<file path="config.mk">
export PLATFORM = sky130hd
export DESIGN_NAME = mem_arbiter
export DESIGN_NICKNAME = d
export VERILOG_FILES = /design/src/rtl/mem_arbiter.sv
export SDC_FILE = /design/constraint.sdc
export NUM_CORES = 1
export LEC_CHECK = 0
export CAP_MARGIN = 0
export CORE_MARGIN = 2
export CORE_UTILIZATION = 25
export CTS_BUF_LIST = sky130_fd_sc_hd__clkbuf_16
export DETAILED_ROUTE_END_ITERATION = 10
export PLACE_DENSITY = 0.49
export SLEW_MARGIN = 25
export SYNTH_ARGS = -nofsm -noshare
export SYNTH_HDL_FRONTEND = slang
export SYNTH_SLANG_ARGS = --single-unit
</file>
<file path="constraint.sdc">
create_clock -name CLK -period 4.1 [get_ports CLK]
set_input_delay 0.615 -clock CLK [delete_from_list [all_inputs] [get_ports CLK]]
set_output_delay 0.615 -clock CLK [all_outputs]
set_load 0.005 [all_outputs]
</file>
<file path="src/rtl/mem_arbiter.sv">
// Arbitrates the single synchronous memory port between the CPU and the host loader.
// Optional: define MEM_ARBITER_ROM_WP_EN to block CPU writes at or above ROM_BASE (reported on cERR).
module mem_arbiter #(
    parameter int            AW         = 16,
    parameter int            DW         = 8,
    parameter int            CPU_WEIGHT = 4,
    parameter int            LDR_BURST  = 16,
    parameter logic [AW-1:0] ROM_BASE   = 16'hF000
) (
    input  logic          CLK,
    input  logic          R_N,
    input  logic          cREQ,
    input  logic          cWE,
    input  logic [AW-1:0] cADDR,
    input  logic [DW-1:0] cDIN,
    output logic [DW-1:0] cDOUT,
    output logic          cRDY,
    output logic          CPU_HOLD,
    input  logic          lREQ,
    input  logic          lWE,
    input  logic [AW-1:0] lADDR,
    input  logic [DW-1:0] lDIN,
    output logic [DW-1:0] lDOUT,
    output logic          lACK,
    output logic          lGNT,
    output logic [AW-1:0] mADDR,
    output logic [DW-1:0] mDIN,
    output logic          mWE,
    output logic          mOEN,
    input  logic [DW-1:0] mDOUT,
    output logic          cERR
);

`ifdef MEM_ARBITER_ROM_WP_EN
    localparam logic WP_EN = 1'b1;
`else
    localparam logic WP_EN = 1'b0;
`endif

    localparam logic [3:0] CW = 4'(CPU_WEIGHT);
    localparam logic [7:0] LB = 8'(LDR_BURST);

    // state  | meaning
    // IDLE   | no grant last cycle
    // CPU    | last grant went to the CPU
    // LDR    | last grant went to the loader
    typedef enum logic [1:0] {ST_IDLE, ST_CPU, ST_LDR} state_t;

    state_t        state_q, state_d;
    logic [3:0]    cpu_cnt_q, cpu_cnt_d;
    logic [7:0]    ldr_cnt_q, ldr_cnt_d;
    logic          c_gnt, l_gnt, ldr_force;
    logic          creq, lreq, c_prot;
    logic [AW-1:0] addr_q;
    logic [DW-1:0] din_q, cdout_q, ldout_q;
    logic          c_own_q, l_own_q, rd_q, err_q;

    // Requests are masked while in reset so the memory port is idle immediately.
    assign creq   = cREQ & R_N;
    assign lreq   = lREQ & R_N;
    assign c_prot = WP_EN & cWE & (cADDR >= ROM_BASE);

    always_ff @(posedge CLK or negedge R_N) begin
        if (!R_N) begin
            state_q   <= ST_IDLE;
            cpu_cnt_q <= '0;
            ldr_cnt_q <= '0;
        end else begin
            state_q   <= state_d;
            cpu_cnt_q <= cpu_cnt_d;
            ldr_cnt_q <= ldr_cnt_d;
        end
    end

    always_comb begin
        c_gnt     = 1'b0;
        l_gnt     = 1'b0;
        ldr_force = 1'b0;
        if (creq && lreq) begin
            if (state_q == ST_LDR) begin
                if (ldr_cnt_q < LB) l_gnt = 1'b1;
                else                c_gnt = 1'b1;
            end else if (cpu_cnt_q == CW) begin
                l_gnt     = 1'b1;
                ldr_force = 1'b1;
            end else begin
                c_gnt = 1'b1;
            end
        end else begin
            c_gnt = creq;
            l_gnt = lreq;
        end

        state_d = c_gnt ? ST_CPU : (l_gnt ? ST_LDR : ST_IDLE);

        cpu_cnt_d = cpu_cnt_q;
        if (l_gnt || !lreq)             cpu_cnt_d = '0;
        else if (c_gnt && cpu_cnt_q != CW) cpu_cnt_d = cpu_cnt_q + 4'd1;

        // A forced fairness slot preloads the burst limit so the CPU regains the bus next cycle.
        ldr_cnt_d = ldr_cnt_q;
        if (c_gnt || !creq)                ldr_cnt_d = '0;
        else if (ldr_force)                ldr_cnt_d = LB;
        else if (l_gnt && ldr_cnt_q != LB) ldr_cnt_d = ldr_cnt_q + 8'd1;
    end

    always_comb begin
        mADDR    = addr_q;
        mDIN     = din_q;
        mWE      = 1'b0;
        mOEN     = 1'b1;
        if (c_gnt) begin
            mADDR = cADDR;
            mDIN  = cDIN;
            mWE   = cWE & ~c_prot;
            mOEN  = cWE;
        end else if (l_gnt) begin
            mADDR = lADDR;
            mDIN  = lDIN;
            mWE   = lWE;
            mOEN  = lWE;
        end
        lGNT     = l_gnt;
        CPU_HOLD = creq & ~c_gnt;
        cRDY     = c_own_q;
        lACK     = l_own_q;
        cERR     = err_q;
        cDOUT    = (c_own_q && rd_q) ? mDOUT : cdout_q;
        lDOUT    = (l_own_q && rd_q) ? mDOUT : ldout_q;
    end

    always_ff @(posedge CLK or negedge R_N) begin
        if (!R_N) begin
            addr_q  <= '0;
            din_q   <= '0;
            c_own_q <= 1'b0;
            l_own_q <= 1'b0;
            rd_q    <= 1'b0;
            err_q   <= 1'b0;
            cdout_q <= '0;
            ldout_q <= '0;
        end else begin
            if (c_gnt || l_gnt) begin
                addr_q <= mADDR;
                din_q  <= mDIN;
            end
            c_own_q <= c_gnt;
            l_own_q <= l_gnt;
            rd_q    <= ~mOEN;
            err_q   <= c_gnt & c_prot;
            if (c_own_q && rd_q) cdout_q <= mDOUT;
            if (l_own_q && rd_q) ldout_q <= mDOUT;
        end
    end

endmodule

</file>
---- Word level (Yosys, flattened, before mapping) ----
Index checks and enable logic that the tools add are counted.
storage, ports and cells
  memories kept ........................... 0
  bits in read-only memories .............. 0
  latch bits .............................. 0
  bits in writable memories ............... 0
  bits of input ports ..................... 62
  bits in registers ....................... 57
  logic and storage cells ................. 61
cells by class
  $mul .................................... 0
  reductions and logical operators ........ 12
  $lt $le $gt $ge ......................... 1
  equality and inequality tests ........... 4
  shift-type cells ........................ 0
  $add $sub $neg .......................... 2
  muxes and demuxes ....................... 27
  bitwise operators ....................... 5
  divide/modulo/power cells ............... 0
operators by type and width
  operator               count
  $mux W8                7
  $mux W16               2
  $mux W1                14
  $add A8 B1 Y8 const B  1
  $lt A8 B5 Y1 const B   1
  $mux W4                2
  $ne A8 B5 Y1 const B   1
  $logic_and A1 B1 Y1    5
  $add A4 B1 Y4 const B  1
  $eq A4 B3 Y1 const B   1
  $mux W2                2
  $ne A4 B3 Y1 const B   1
  $and A1 B1 Y1          3
  $logic_or A1 B1 Y1     3
  $reduce_bool A3 Y1     1
  $eq A2 B2 Y1 const B   1
  $logic_not A1 Y1       2
  $not A1 Y1             2
  $reduce_bool A2 Y1     1

---- Longest topological paths before layout ----
  word-level depth ........................ 8
  depth in mapped cells ................... 9
  depth with buffers taken out ............ 7

---- Worst setup path after synthesis ----
Ideal clock, no wire load.
  path type ............................... flip-flop to output port
  from .................................... register cpu_cnt_q[0]
  to ...................................... output port mADDR[0]
  buffers on the path ..................... 2
  arrival ................................. 1.792 ns
  setup slack ............................. 1.693 ns
  stages on the path, launching flop included .. 9
  required time ........................... 3.485 ns
  cell sequence ........................... dfrtp_1 -> inv_1 -> ha_1 -> and3b_1 -> buf_2 -> mux2i_4 -> o21ai_4 -> buf_6 -> mux2_4
on the way
  longest elaborated chain between the ends .. 6
ends and longest elaborated chain
  item                      line  source
  start: declaration        50    logic [3:0] cpu_cnt_q, cpu_cnt_d;
  start signal: assignment  70    cpu_cnt_q <= cpu_cnt_d;
  $eq A4 B3 Y1 *            83    end else if (cpu_cnt_q == CW) begin
  $mux W1                   83
  $mux W1                   80    if (state_q == ST_LDR) begin
  $mux W1                   79    if (creq && lreq) begin
  $mux W16                  117   end else if (l_gnt) begin
  $mux W16 *                112   if (c_gnt) begin
  end: declaration          26    output logic [AW-1:0] mADDR,
Every way passes the cells marked *; elsewhere a longest branch is shown, timed or not.

---- Worst setup path after layout ----
  from .................................... register cpu_cnt_q[0]
  to ...................................... output port mADDR[11]
Same word-level chain as after synthesis.

==> impl_metrics.csv <==
group,metric,value,unit
run_status,status,"finished clean",
power,p_seq_share,40.7,%
logic_synthesis,yosysMostFrequentCell,"dfrtp_1",
drt,ant_nets,0,
logic_synthesis,synth_top_cell_area_share,46.47,%
clock_network,cts_resized,0,
logic_synthesis,syn-cell-area,3015,um^2
cells_and_area,area_delta_synth_final,45.39,%
drt,route.detailed.drc,0,
job,drv_cap,0,
clock_network,cts_hold_buf,0,
clock_network,post_cts_buffers,0,
sta,fin_skew,0.009221,ns
setup_path,reg2regPathDepth,7,
logic_synthesis,synth_seq_cells,56,
drt,wl_met3,335,um
global_routing,grt_max_degree,52,
placed_design,port_buffers,107,
logic_synthesis,synth_edf_count,0,
setup_path,cp-start-kind,"register",
placed_design,dp_cells,459,
drt,drt_pre_antenna_iters,4,
clock_network,clockRootBuffer,"clkbuf_16",
global_routing,grt_pass1_vias,2158,
logic_synthesis,ys_top_cells_by_area,"dfrtp_1 (46%), mux2_4 (23%), mux2_2 (15%)",
power,p_per_area,363.7,nW/um^2
setup_path,r2r-end,"addr_q[11]",
sta,layout_min_cycle_time,3.418,ns
clock_network,clock-sinks,56,
sta,setup_violations,0,
power,ir_drop,205.8,uV
clock_network,h-tree-depth,2,
power,pwr-share-clk,27.7,%
logic_synthesis,yosysTopAreaCell,"dfrtp_1",
drt,wl_met1,2814,um
floorplan,core-area,11910,um^2
power,intPower,1213,uW
drt,totalWireLength,6616,um
floorplan,initial_core_util,25.32,%
logic_synthesis,avgSynthCellArea,14.57,um^2
logic_synthesis,synth_cell_types,33,
logic_synthesis,synthFlopType,"dfrtp_1",
floorplan,die_w,113.8,um
floorplan,ios,109,
setup_path,arrival,2.80,ns
logic_synthesis,synthCells,207,
logic_synthesis,yosysWarnings,0,
setup_path,startpoint,"cpu_cnt_q[0]",
cells_and_area,layout.cells.non_filler,467,
sta,rsz0062_at_grt,"no",
clock_network,cts_buffers,5,
sta,period_share,83.37,%
setup_path,r2r_slack,1.89,ns
setup_path,reg2reg_from,"cpu_cnt_q[0]",
cells_and_area,fillers,1177,
global_routing,overflow,0,
drt,wl_per_cell,14.17,um
drt,via_count,1964,
floorplan,dieArea,12960,um^2
setup_path,endpoint,"mADDR[11]",
floorplan,rows,40,
clock_network,clk_path_buf_depth,2,
global_routing,antenna_found_initial,0,
power,power.switching,381.9,uW
placed_design,dp_hpwl,4927,um
cells_and_area,num_antenna_cells,0,
floorplan,die_h,113.8,um
setup_path,crit_fanout,51,
power,leakage,0.001929,uW
placed_design,place.gp.congestion,0.6810,
sta,drv_slew,0,
setup_path,required,3.48,ns
setup_path,critPathKind,"register to output port",
cells_and_area,final_nets,385,
drt,dr_wl_met2,3382,um
cells_and_area,drive_gt1_share,33.75,%
clock_network,clock_latency,0.29,ns
min_path,hp-class,"primary input to async pin",
sta,fmax,292.6,MHz
logic_synthesis,synthArstFlopShare,100.0,%
power,swShare,23.95,%
global_routing,grt_pass1_wl,10780,um
sta,final.setup.tns,0,ns
drt,viasPerCell,4.206,
drt,highest-signal-layer,"met4",
drt,drt_iter0_markers,34,
logic_synthesis,synthTopCellsByCount,"dfrtp_1 (56), mux2_4 (47), mux2_2 (41)",
logic_synthesis,seq_area_frac_synth,46.47,%
power,p_comb_share,31.5,%
clock_network,clkSlewWorstSetupHoldPaths,0.08,ns
setup_path,worst_setup_path_end_kind,"output port",
clock_network,cts_tree,"built",
sta,hold_viol_final,0,
global_routing,grtUsageTotal,10.48,%
power groups by stage:
stage	clock network, uW	registers, uW	logic [uW]
CTS	458	652	514
global route	481	660	542
floorplan	0	655	251
global placement	0	659	508
detailed placement	0	663	510
finish	442	650	503
final cells by class:
type | count | area [um^2] | share of cell area, %
clock inverters | 3 | 26.28 | 0.5993
inverters | 8 | 32.53 | 0.7420
clock buffers | 5 | 125.1 | 2.854
well taps | 147 | 183.9 | 4.195
flip-flops and latches | 56 | 1401 | 31.96
repair buffers | 111 | 1109 | 25.29
multi-input cells | 137 | 1506 | 34.36
logic make-up after synthesis:
| group | count (synthesis) | share of synthesized area (%) |
|---|---|---|
| AND/OR/NAND/NOR | 28 | 4.979 |
| other | 1 | 0.1244 |
| XOR/XNOR | 3 | 0.8715 |
| multiplexers | 90 | 39.79 |
| adder cells (fa/ha/maj) | 4 | 1.660 |
| AO/OA/AOI/OAI | 8 | 2.158 |
| buffers and inverters | 17 | 3.942 |
| flip-flops | 56 | 46.47 |
cells in the final DEF (no fill, tap or decap), types with 2 or more instances in the layout:
master / n
mux2_4: 47
inv_1: 7
xnor2_1: 2
a21oi_1: 2
nand2b_1: 2
clkdlybuf4s50_1: 106
mux2_2: 41
buf_4: 3
nand2_1: 6
dfrtp_1: 56
conb_1: 4
clkbuf_16: 5
nand3_1: 5
nor2_1: 9
ha_1: 4
clkinvlp_4: 2
per-stage QoR:
stage	worst slack (ns)	hold WS (ns)	utilization, %	area (um^2)	power, uW
2_1_floorplan	1.693	0.3194	-	3027	905.5
3_3_place_gp	0.8071	0.4791	35.54	4233	1167
3_5_place_dp	0.8124	0.4843	35.54	4233	1173
4_1_cts	0.6607	0.3662	36.81	4384	1623
5_1_grt	0.5087	0.3793	36.81	4384	1683
6_report	0.6818	0.3604	36.81	4384	1595
critical path, stage by stage (launching register included):
cell             delay (ns)
dfrtp_1                0.40
inv_1                  0.10
ha_1                   0.20
and3b_1                0.32
mux2i_4                0.14
o21ai_4                0.17
buf_12                 0.34
mux2_4                 0.35
clkdlybuf4s50_1        0.44
sequential cells by signal (all words and copies together), names as in the netlist:
name and count:
addr_q 16, cdout_q 8, cpu_cnt_q 4, din_q 8, lACK 1, ldout_q 8, ldr_cnt_q 8, rd_q 1
state_q 2
worst min-delay path by stage:
stage	start	to	slack (ns)	cells after the start
2_1_floorplan	R_N	addr_q[0]	0.32	0
3_3_place_gp	ldout_q[5]	ldout_q[5]	0.48	1
3_5_place_dp	cdout_q[7]	cdout_q[7]	0.48	1
4_1_cts	R_N	state_q[1]	0.37	2
5_1_grt	R_N	cdout_q[7]	0.38	2
6_report	R_N	state_q[1]	0.36	2
per-layer routing:
metal	global-route usage, %	vias up
li1	-	949
met1	12.45	953
met2	18.68	58
met3	2.444	4
met4	3.415	0
met5	0	-
Power figures use the tool's default switching activity.
